**src/rtl/shift_cmd_sequencer.sv**
```systemverilog
// Command front-end for an N-bit combinational barrel shifter: FIFO-buffered
// requests, multi-pass execution for large amounts, registered result stage.
module shift_cmd_sequencer #(
  parameter int N     = 8,
  parameter int DEPTH = 4
) (
  input  logic                     clk,
  input  logic                     rst_n,
  input  logic                     in_valid,
  output logic                     in_ready,
  input  logic [N-1:0]             in_data,
  input  logic [$clog2(N):0]       in_amt,
  input  logic                     in_dir,
  output logic [N-1:0]             sh_data,
  output logic [$clog2(N)-1:0]     sh_amt,
  output logic                     sh_dir,
  input  logic [N-1:0]             sh_result,
  output logic                     out_valid,
  input  logic                     out_ready,
  output logic [N-1:0]             out_data,
  output logic                     busy,
  output logic [$clog2(DEPTH):0]   fifo_count
);

  localparam int AW = $clog2(N);
  localparam int PW = $clog2(DEPTH);
  localparam int EW = N + AW + 2;
  localparam logic [AW:0] MAX_PASS   = (AW+1)'(N - 1);
  localparam logic [PW:0] FULL_COUNT = (PW+1)'(DEPTH);

  typedef enum logic {
    IDLE,
    EXEC
  } state_e;

  state_e          state_q, state_d;
  logic [PW-1:0]   wr_ptr_q, wr_ptr_d;
  logic [PW-1:0]   rd_ptr_q, rd_ptr_d;
  logic [PW:0]     count_q, count_d;
  logic [EW-1:0]   mem_q [DEPTH];
  logic [EW-1:0]   mem_d [DEPTH];
  logic [N-1:0]    work_data_q, work_data_d;
  logic [AW:0]     rem_q, rem_d;
  logic            work_dir_q, work_dir_d;
  logic            out_valid_q, out_valid_d;
  logic [N-1:0]    out_data_q, out_data_d;

  logic            push;
  logic            pop;
  logic [EW-1:0]   head;
  logic [N-1:0]    head_data;
  logic [AW:0]     head_amt;
  logic            head_dir;

  assign in_ready   = (count_q < FULL_COUNT);
  assign push       = in_valid && in_ready;
  assign fifo_count = count_q;
  assign busy       = (state_q == EXEC);
  assign out_valid  = out_valid_q;
  assign out_data   = out_data_q;

  assign head      = mem_q[rd_ptr_q];
  assign head_data = head[EW-1 -: N];
  assign head_amt  = head[AW+1:1];
  assign head_dir  = head[0];

  // Shifter drive comes straight from the working registers; since they are
  // held in IDLE, the shifter inputs stay at their last EXEC values there.
  assign sh_data = work_data_q;
  assign sh_dir  = work_dir_q;
  assign sh_amt  = (rem_q > MAX_PASS) ? AW'(N - 1) : rem_q[AW-1:0];

  always_comb begin
    mem_d    = mem_q;
    wr_ptr_d = wr_ptr_q;
    if (push) begin
      mem_d[wr_ptr_q] = {in_data, in_amt, in_dir};
      wr_ptr_d        = wr_ptr_q + PW'(1);
    end
  end

  always_comb begin
    rd_ptr_d = pop ? rd_ptr_q + PW'(1) : rd_ptr_q;
    count_d  = count_q;
    case ({push, pop})
      2'b10:   count_d = count_q + (PW+1)'(1);
      2'b01:   count_d = count_q - (PW+1)'(1);
      default: count_d = count_q;
    endcase
  end

  // A pop is only allowed when the output register is free (or being drained
  // this cycle), so a completion can never overwrite unconsumed data.
  always_comb begin
    state_d     = state_q;
    work_data_d = work_data_q;
    rem_d       = rem_q;
    work_dir_d  = work_dir_q;
    out_data_d  = out_data_q;
    out_valid_d = out_valid_q && !out_ready;
    pop         = 1'b0;
    case (state_q)
      IDLE: begin
        if ((count_q != '0) && (!out_valid_q || out_ready)) begin
          pop         = 1'b1;
          work_data_d = head_data;
          rem_d       = head_amt;
          work_dir_d  = head_dir;
          state_d     = EXEC;
        end
      end
      EXEC: begin
        if (rem_q > MAX_PASS) begin
          work_data_d = sh_result;
          rem_d       = rem_q - MAX_PASS;
        end else begin
          out_data_d  = sh_result;
          out_valid_d = 1'b1;
          state_d     = IDLE;
        end
      end
      default: state_d = IDLE;
    endcase
  end

  always_ff @(posedge clk) begin
    mem_q <= mem_d;
  end

  always_ff @(posedge clk) begin
    if (!rst_n) begin
      state_q     <= IDLE;
      wr_ptr_q    <= '0;
      rd_ptr_q    <= '0;
      count_q     <= '0;
      work_data_q <= '0;
      rem_q       <= '0;
      work_dir_q  <= 1'b0;
      out_valid_q <= 1'b0;
      out_data_q  <= '0;
    end else begin
      state_q     <= state_d;
      wr_ptr_q    <= wr_ptr_d;
      rd_ptr_q    <= rd_ptr_d;
      count_q     <= count_d;
      work_data_q <= work_data_d;
      rem_q       <= rem_d;
      work_dir_q  <= work_dir_d;
      out_valid_q <= out_valid_d;
      out_data_q  <= out_data_d;
    end
  end

endmodule

```
**config.mk**
```make
export PLATFORM = sky130hd
export DESIGN_NAME = shift_cmd_sequencer
export DESIGN_NICKNAME = d
export VERILOG_FILES = /design/src/rtl/shift_cmd_sequencer.sv
export SDC_FILE = /design/constraint.sdc
export NUM_CORES = 1
export LEC_CHECK = 0
export ABC_AREA = 1
export ABC_CLOCK_PERIOD_IN_PS = 2700
export BUFFER_PORTS_ARGS = -buffer_cell sky130_fd_sc_hd__clkbuf_2
export CAP_MARGIN = 20
export CORE_MARGIN = 1.5
export CORE_UTILIZATION = 50
export CTS_BUF_LIST = sky130_fd_sc_hd__clkbuf_4
export DETAILED_ROUTE_END_ITERATION = 12
export PLACE_DENSITY = 0.75
export SLEW_MARGIN = 20
export SYNTH_ARGS = -nofsm -noshare
export SYNTH_HDL_FRONTEND = slang
export SYNTH_SLANG_ARGS = --single-unit
```
**constraint.sdc**
```tcl
create_clock -name clk -period 2.7 [get_ports clk]
set_input_delay 0.54 -clock clk [delete_from_list [all_inputs] [get_ports clk]]
set_output_delay 0.54 -clock clk [all_outputs]
set_load 0.005 [all_outputs]
```
Word level (Yosys, flattened, before mapping)
Cells that the tools add are included.
{ "word_totals": {"elab_cells": 63, "register_bits": 82, "input_bits": 25, "output_inout_bits": 26} }
{ "op_classes": {"eq_ne": 4, "reduce_logical": 12, "order_cmp": 5, "mux": 20, "bitwise": 4, "add_sub_neg": 5} }
{ "ops": {"columns": ["operator", "n"], "rows": [
  ["$bwmux 52", 1],
  ["$mux 13", 3],
  ["$bmux 13 s2", 1],
  ["$demux 13 s2", 1],
  ["$mux 8", 2],
  ["$pmux 8 s2", 1],
  ["$mux 4", 2],
  ["$pmux 4 s2", 1],
  ["$ge 3x3->1 const B", 2],
  ["$not 2->3", 2],
  ["$pmux 3 s2", 1],
  ["$reduce_and 2->1", 3],
  ["$mux 1", 5],
  ["$add 2x1->2 const B", 2],
  ["$gt 4x3->1 const B", 1],
  ["$logic_and 1x1->1", 4],
  ["$sub 4x3->4 const B", 1],
  ["$add 3x1->3 const B", 1],
  ["$lt 3x1->1 const B", 1],
  ["$lt 3x3->1 const B", 1],
  ["$mux 3", 1],
  ["$reduce_bool 3->1", 1],
  ["$sub 3x1->3 const B", 1],
  ["$eq 2x1->1 const B", 1],
  ["8 further kinds", 10]
]} }

Longest topological paths before layout
{ "depth": {"depth_word": 7, "mapped_depth": 12, "mapped_depth_nobuf": 12} }

Worst setup path before layout
Ideal clock, no wire load.
{ "synth_timing": {"kind": "input to register", "startpoint": "input port out_ready", "endpoint": "register count_q[2], in the netlist fifo_count[2]", "slack_ps": 785, "cell_stages": 11, "setup_ps": 113, "arrival_ps": 1802, "path_buffers": 0, "path_cell_list": "inv_1 a21oi_4 nand2_4 inv_1 ha_1 inv_1 fa_1 a21oi_1 o21ai_0 nor2_1 nor2_1"} }
{ "synth_via": {"elab_chain_cells": 6, "word_cells_on_any_way": 8} }
{ "synth_rtl": {"columns": ["element", "line_no", "source"], "rows": [
  ["from (decl)", "19", "input logic out_ready,"],
  ["$logic_or 1x1->1 (*)", "104", "if ((count_q != '0) && (!out_valid_q || out_ready)) begin"],
  ["$logic_and 1x1->1 (*)", "104", null],
  ["$mux 1 (*)", "104", null],
  ["$mux 1 (*)", "102", "case (state_q)"],
  ["named net pop", "49", "logic pop;"],
  ["$eq 2x1->1 or $eq 2x2->1 (tied branches)", "85", "case ({push, pop})"],
  ["$pmux 3 s2 or $reduce_bool 2->1 (tied branches)", null, null],
  ["to (signal assigned)", "145", "count_q <= count_d;"],
  ["to (decl)", "39", "logic [PW:0] count_q, count_d;"]
]} }
Mark *: on every way through the listed nets, which the timed path passes. The rest lies on a longest branch.
A chain may end at the register's enable or synchronous reset.

Worst setup path after layout
{ "layout_timing": {"startpoint": "register state_q, in the netlist busy", "endpoint": "register count_q[2], in the netlist fifo_count[2]"} }
{ "layout_via": {"elab_chain_cells": 3, "word_cells_on_any_way": 5} }
{ "layout_rtl": {"columns": ["element", "line_no", "source"], "rows": [
  ["from (decl)", "36", "state_e state_q, state_d;"],
  ["from (signal assigned)", "142", "state_q <= state_d;"],
  ["$mux 1 (*)", "102", null],
  ["named net pop", "49", null],
  ["$eq 2x1->1 or $eq 2x2->1 (tied branches)", "85", null],
  ["$pmux 3 s2 or $reduce_bool 2->1 (tied branches)", null, null]
]} }
Marks and branches as above.

==> results.sh <==
export IMPL_outcome="complete, no violations"
export IMPL_antenna_found_initial=0
export IMPL_rr_worst_depth=11
export IMPL_grt_pass1_vias=2113
export IMPL_crit_path_start_kind="register"
export IMPL_post_place_cells=453
export IMPL_switching_power_uw=1443
export IMPL_cts_resized_gates=0
export IMPL_ios=51
export IMPL_ys_types=32
export IMPL_finalMaxSlewViolations=0
export IMPL_power_density_mw_per_mm2=1004
export IMPL_numPortBuffers=50
export IMPL_fillers=578
export IMPL_worstMarginPinSlew_ns=0.4819
export IMPL_cts_tree="yes"
export IMPL_overflow=0
export IMPL_synth_top_cell_area_share_pct=45.22
export IMPL_worst_path_largest_cell_delay_ns=0.45
export IMPL_setup_tns_final_ns=0
export IMPL_vias_per_cell=5.128
export IMPL_cts_setup_buffers=0
export IMPL_r2r_start="busy"
export IMPL_syn_num_nets=364
export IMPL_clkTransAtPathRegs_ns=0.14
export IMPL_synth_area_per_cell_um2=10.40
export IMPL_register_area_mm2=0.002162
export IMPL_postCtsHoldBufs=0
export IMPL_die_area_mm2=0.007414
export IMPL_synth_top_family_by_area="simple AND/OR/NAND/NOR gates"
export IMPL_crit_slowest_cell="dfxtp_1"
export IMPL_maxCapViolCount=0
export IMPL_worst_path_max_fanout=10
export IMPL_numCtsBuffers=9
export IMPL_final_nets=416
export IMPL_drc=0
export IMPL_synth_simple_area_share_pct=21.70
export IMPL_first_iter_violations=118
export IMPL_vdd_drop_max_mv=0.3307
export IMPL_cts_sinks=82
export IMPL_area_growth_pct=13.01
export IMPL_cp_top_family="adder cells"
export IMPL_clock_latency_ns=0.44
export IMPL_yosys_area_share_adder_pct=2.754
export IMPL_htreeDepth=3
export IMPL_synthesis_area_mm2=0.003453
export IMPL_synth_xor_area_share_pct=0.2536
export IMPL_fp_dieH_um=86.11
export IMPL_period_share_pct=70.85
export IMPL_start_util_pct=51.40
export IMPL_row_count=30
export IMPL_setup_viol=0
export IMPL_synth_area_leaders="edfxtp_1 (45%), dfxtp_1 (17%), nand2_1 (10%)"
export IMPL_p_seq_share_pct=44.4
export IMPL_fin_crit_ns=1.913
export IMPL_yosysMostFrequentCell="nand2_1"
export IMPL_yosys_area_top_type="edfxtp_1"
export IMPL_async_flop_share_pct=0
export IMPL_gp_congestion=0.8006
export IMPL_core_mm2=0.006719
export IMPL_multi_input_area_mm2=0.001095
export IMPL_yosysSeqAreaShare_pct=62.61
export IMPL_max_freq_mhz=522.8
export IMPL_r2r_end="fifo_count[2]"
export IMPL_ys_ff_latch=82
export IMPL_cts_root_buf="clkbuf_4"
export IMPL_synth_edff_count=52
export IMPL_internal_power_uw=2475
export IMPL_path_class="reg -> reg"
export IMPL_synthTopCellsByCount="nand2_1 (94), edfxtp_1 (52), nor2_1 (31), dfxtp_1 (30), nand3_1 (25)"
export IMPL_slew_headroom_pct=67.83
export IMPL_skew_ns=0.02321
export IMPL_synth_compound_area_share_pct=6.993
export IMPL_cp_end_kind="register"
export IMPL_rsz0062_at_grt="no"
export IMPL_min_from="in_data[1]"
export IMPL_grt_first_pass_wirelength_um=10170
export IMPL_worstPathRequired_ns=3.08
export IMPL_synthMuxAreaShare_pct=0
export IMPL_r2r_slack_ns=0.79
export IMPL_vias=2405
export IMPL_hold_depth=1
export IMPL_power_leakage_uw=0.001677
export IMPL_ys_dominant_reg_cell="edfxtp_1"
export IMPL_layout_drive_gt1_share_pct=25.96
export IMPL_grtUsageTotal_pct=18.16
export IMPL_detail_route_first_pass_iterations=4
export IMPL_wl_um=6352
export IMPL_layout_cells_non_filler=469
export IMPL_dpl_hpwl_um=4201
export IMPL_whs_endpoint="mem_q[19]"
export IMPL_synth_warnings=0
export IMPL_arrival_ns=2.29
export IMPL_drt_wirelength_per_cell_um=13.54
export IMPL_drtAntennaViolNets=0
export IMPL_final_core_util_pct=58.08
export IMPL_crit_buf_inv=2
export IMPL_pwr_share_comb_pct=34.1
export IMPL_hold_viol_final=0
export IMPL_syn_inst=332
export IMPL_cp_cell_sequence="a21oi_4 -> nand2_4 -> inv_1 -> ha_1 -> inv_1 -> fa_1 -> a21oi_1 -> o21ai_0 -> nand2_1 -> nand2_1 -> nor2_1"
export IMPL_sw_frac_of_total_pct=36.83
export IMPL_hold_class="in -> reg"
export IMPL_n_antenna_cell=0
export IMPL_clkPwrFrac_pct=21.5
export IMPL_grt_max_degree=30
export IMPL_clk_path_buf_depth=2
export IMPL_die_w_um=86.11
-- final cells by class --
| class | count | area share [%] |
|---|---|---|
| multi-input cells | 215 | 28.05 |
| repair buffers | 56 | 7.567 |
| inverters | 20 | 1.988 |
| flip-flops and latches | 82 | 55.40 |
| clock buffers | 9 | 1.731 |
| clock inverters | 7 | 2.693 |
| well taps | 80 | 2.565 |
-- flip-flops by register name, indices dropped and copies added (netlist names) --
| register | flops |
|---|---|
| mem_q | 52 |
| out_data | 8 |
| sh_data | 8 |
| rem_q | 4 |
| fifo_count | 3 |
| rd_ptr_q | 2 |
| wr_ptr_q | 2 |
| busy | 1 |
| out_valid | 1 |
| sh_dir | 1 |
-- power groups by stage --
| stage | combinational [uW] | clock, uW | sequential [uW] |
|---|---|---|---|
| after CTS | 1350 | 860 | 1740 |
| after detailed placement | 1340 | 0 | 1770 |
| after floorplan | 1070 | 0 | 1710 |
| final | 1340 | 844 | 1740 |
| after global placement | 1300 | 0 | 1760 |
| after global routing | 1510 | 904 | 1770 |
-- per-stage QoR --
step | hold WS (ns) | setup WS (ns) | power [uW] | instance area [um^2]
floorplan | 0.4459 | 0.7850 | 2787 | 3453
CTS | 0.2928 | 0.7829 | 3944 | 3902
global route | 0.2922 | 0.6588 | 4181 | 3902
finish | 0.3110 | 0.7872 | 3918 | 3902
detailed placement | 0.4408 | 0.5659 | 3104 | 3730
global placement | 0.4397 | 0.6416 | 3062 | 3730
-- worst max path at each step --
stage                     startpoint       endpoint  slack (ns)  cells after the start
after floorplan            out_ready  fifo_count[2]        0.79                     11
after global placement     out_ready  fifo_count[2]        0.64                     13
after detailed placement   out_ready  fifo_count[2]        0.57                     13
after CTS                       busy  fifo_count[2]        0.78                     11
after global routing            busy  fifo_count[2]        0.66                     11
final                           busy  fifo_count[2]        0.79                     11
-- per-layer routing --
layer	share of wire [%]	up-vias	global-route usage (%)
li1	-	1221	-
met1	46	1104	24.06
met2	47	70	28.63
met3	5.5	10	3.754
met4	1.5	0	8.798
met5	0	-	0
-- cells in the final DEF, fill, tap and decap left out, types with 2 or more instances in the layout --
| cell | count |
|---|---|
| nand2_1 | 94 |
| edfxtp_1 | 52 |
| clkbuf_2 | 50 |
| nor2_1 | 31 |
| dfxtp_1 | 30 |
| nand3_1 | 25 |
| inv_1 | 16 |
| o21ai_0 | 13 |
| clkbuf_4 | 9 |
| or2_2 | 8 |
| a21oi_1 | 8 |
| nand4_1 | 6 |
| o221a_2 | 6 |
| ha_1 | 6 |
| buf_4 | 6 |
| o21ai_1 | 4 |
| inv_2 | 3 |
| inv_6 | 3 |
| nand2_4 | 2 |
| nor2_4 | 2 |
| a21oi_2 | 2 |
| bufinv_16 | 2 |
-- cells by family (layout without fill, tap and decap cells) --
| kind of cell | after synthesis | after routing |
|---|---|---|
| XOR/XNOR | 1 | 1 |
| buffers and inverters | 35 | 92 |
| AND/OR/NAND/NOR | 171 | 171 |
| flip-flops | 82 | 82 |
| adder cells (fa/ha/maj) | 7 | 7 |
| AO/OA/AOI/OAI | 36 | 36 |
No activity file was read; power rests on OpenSTA's default activity.
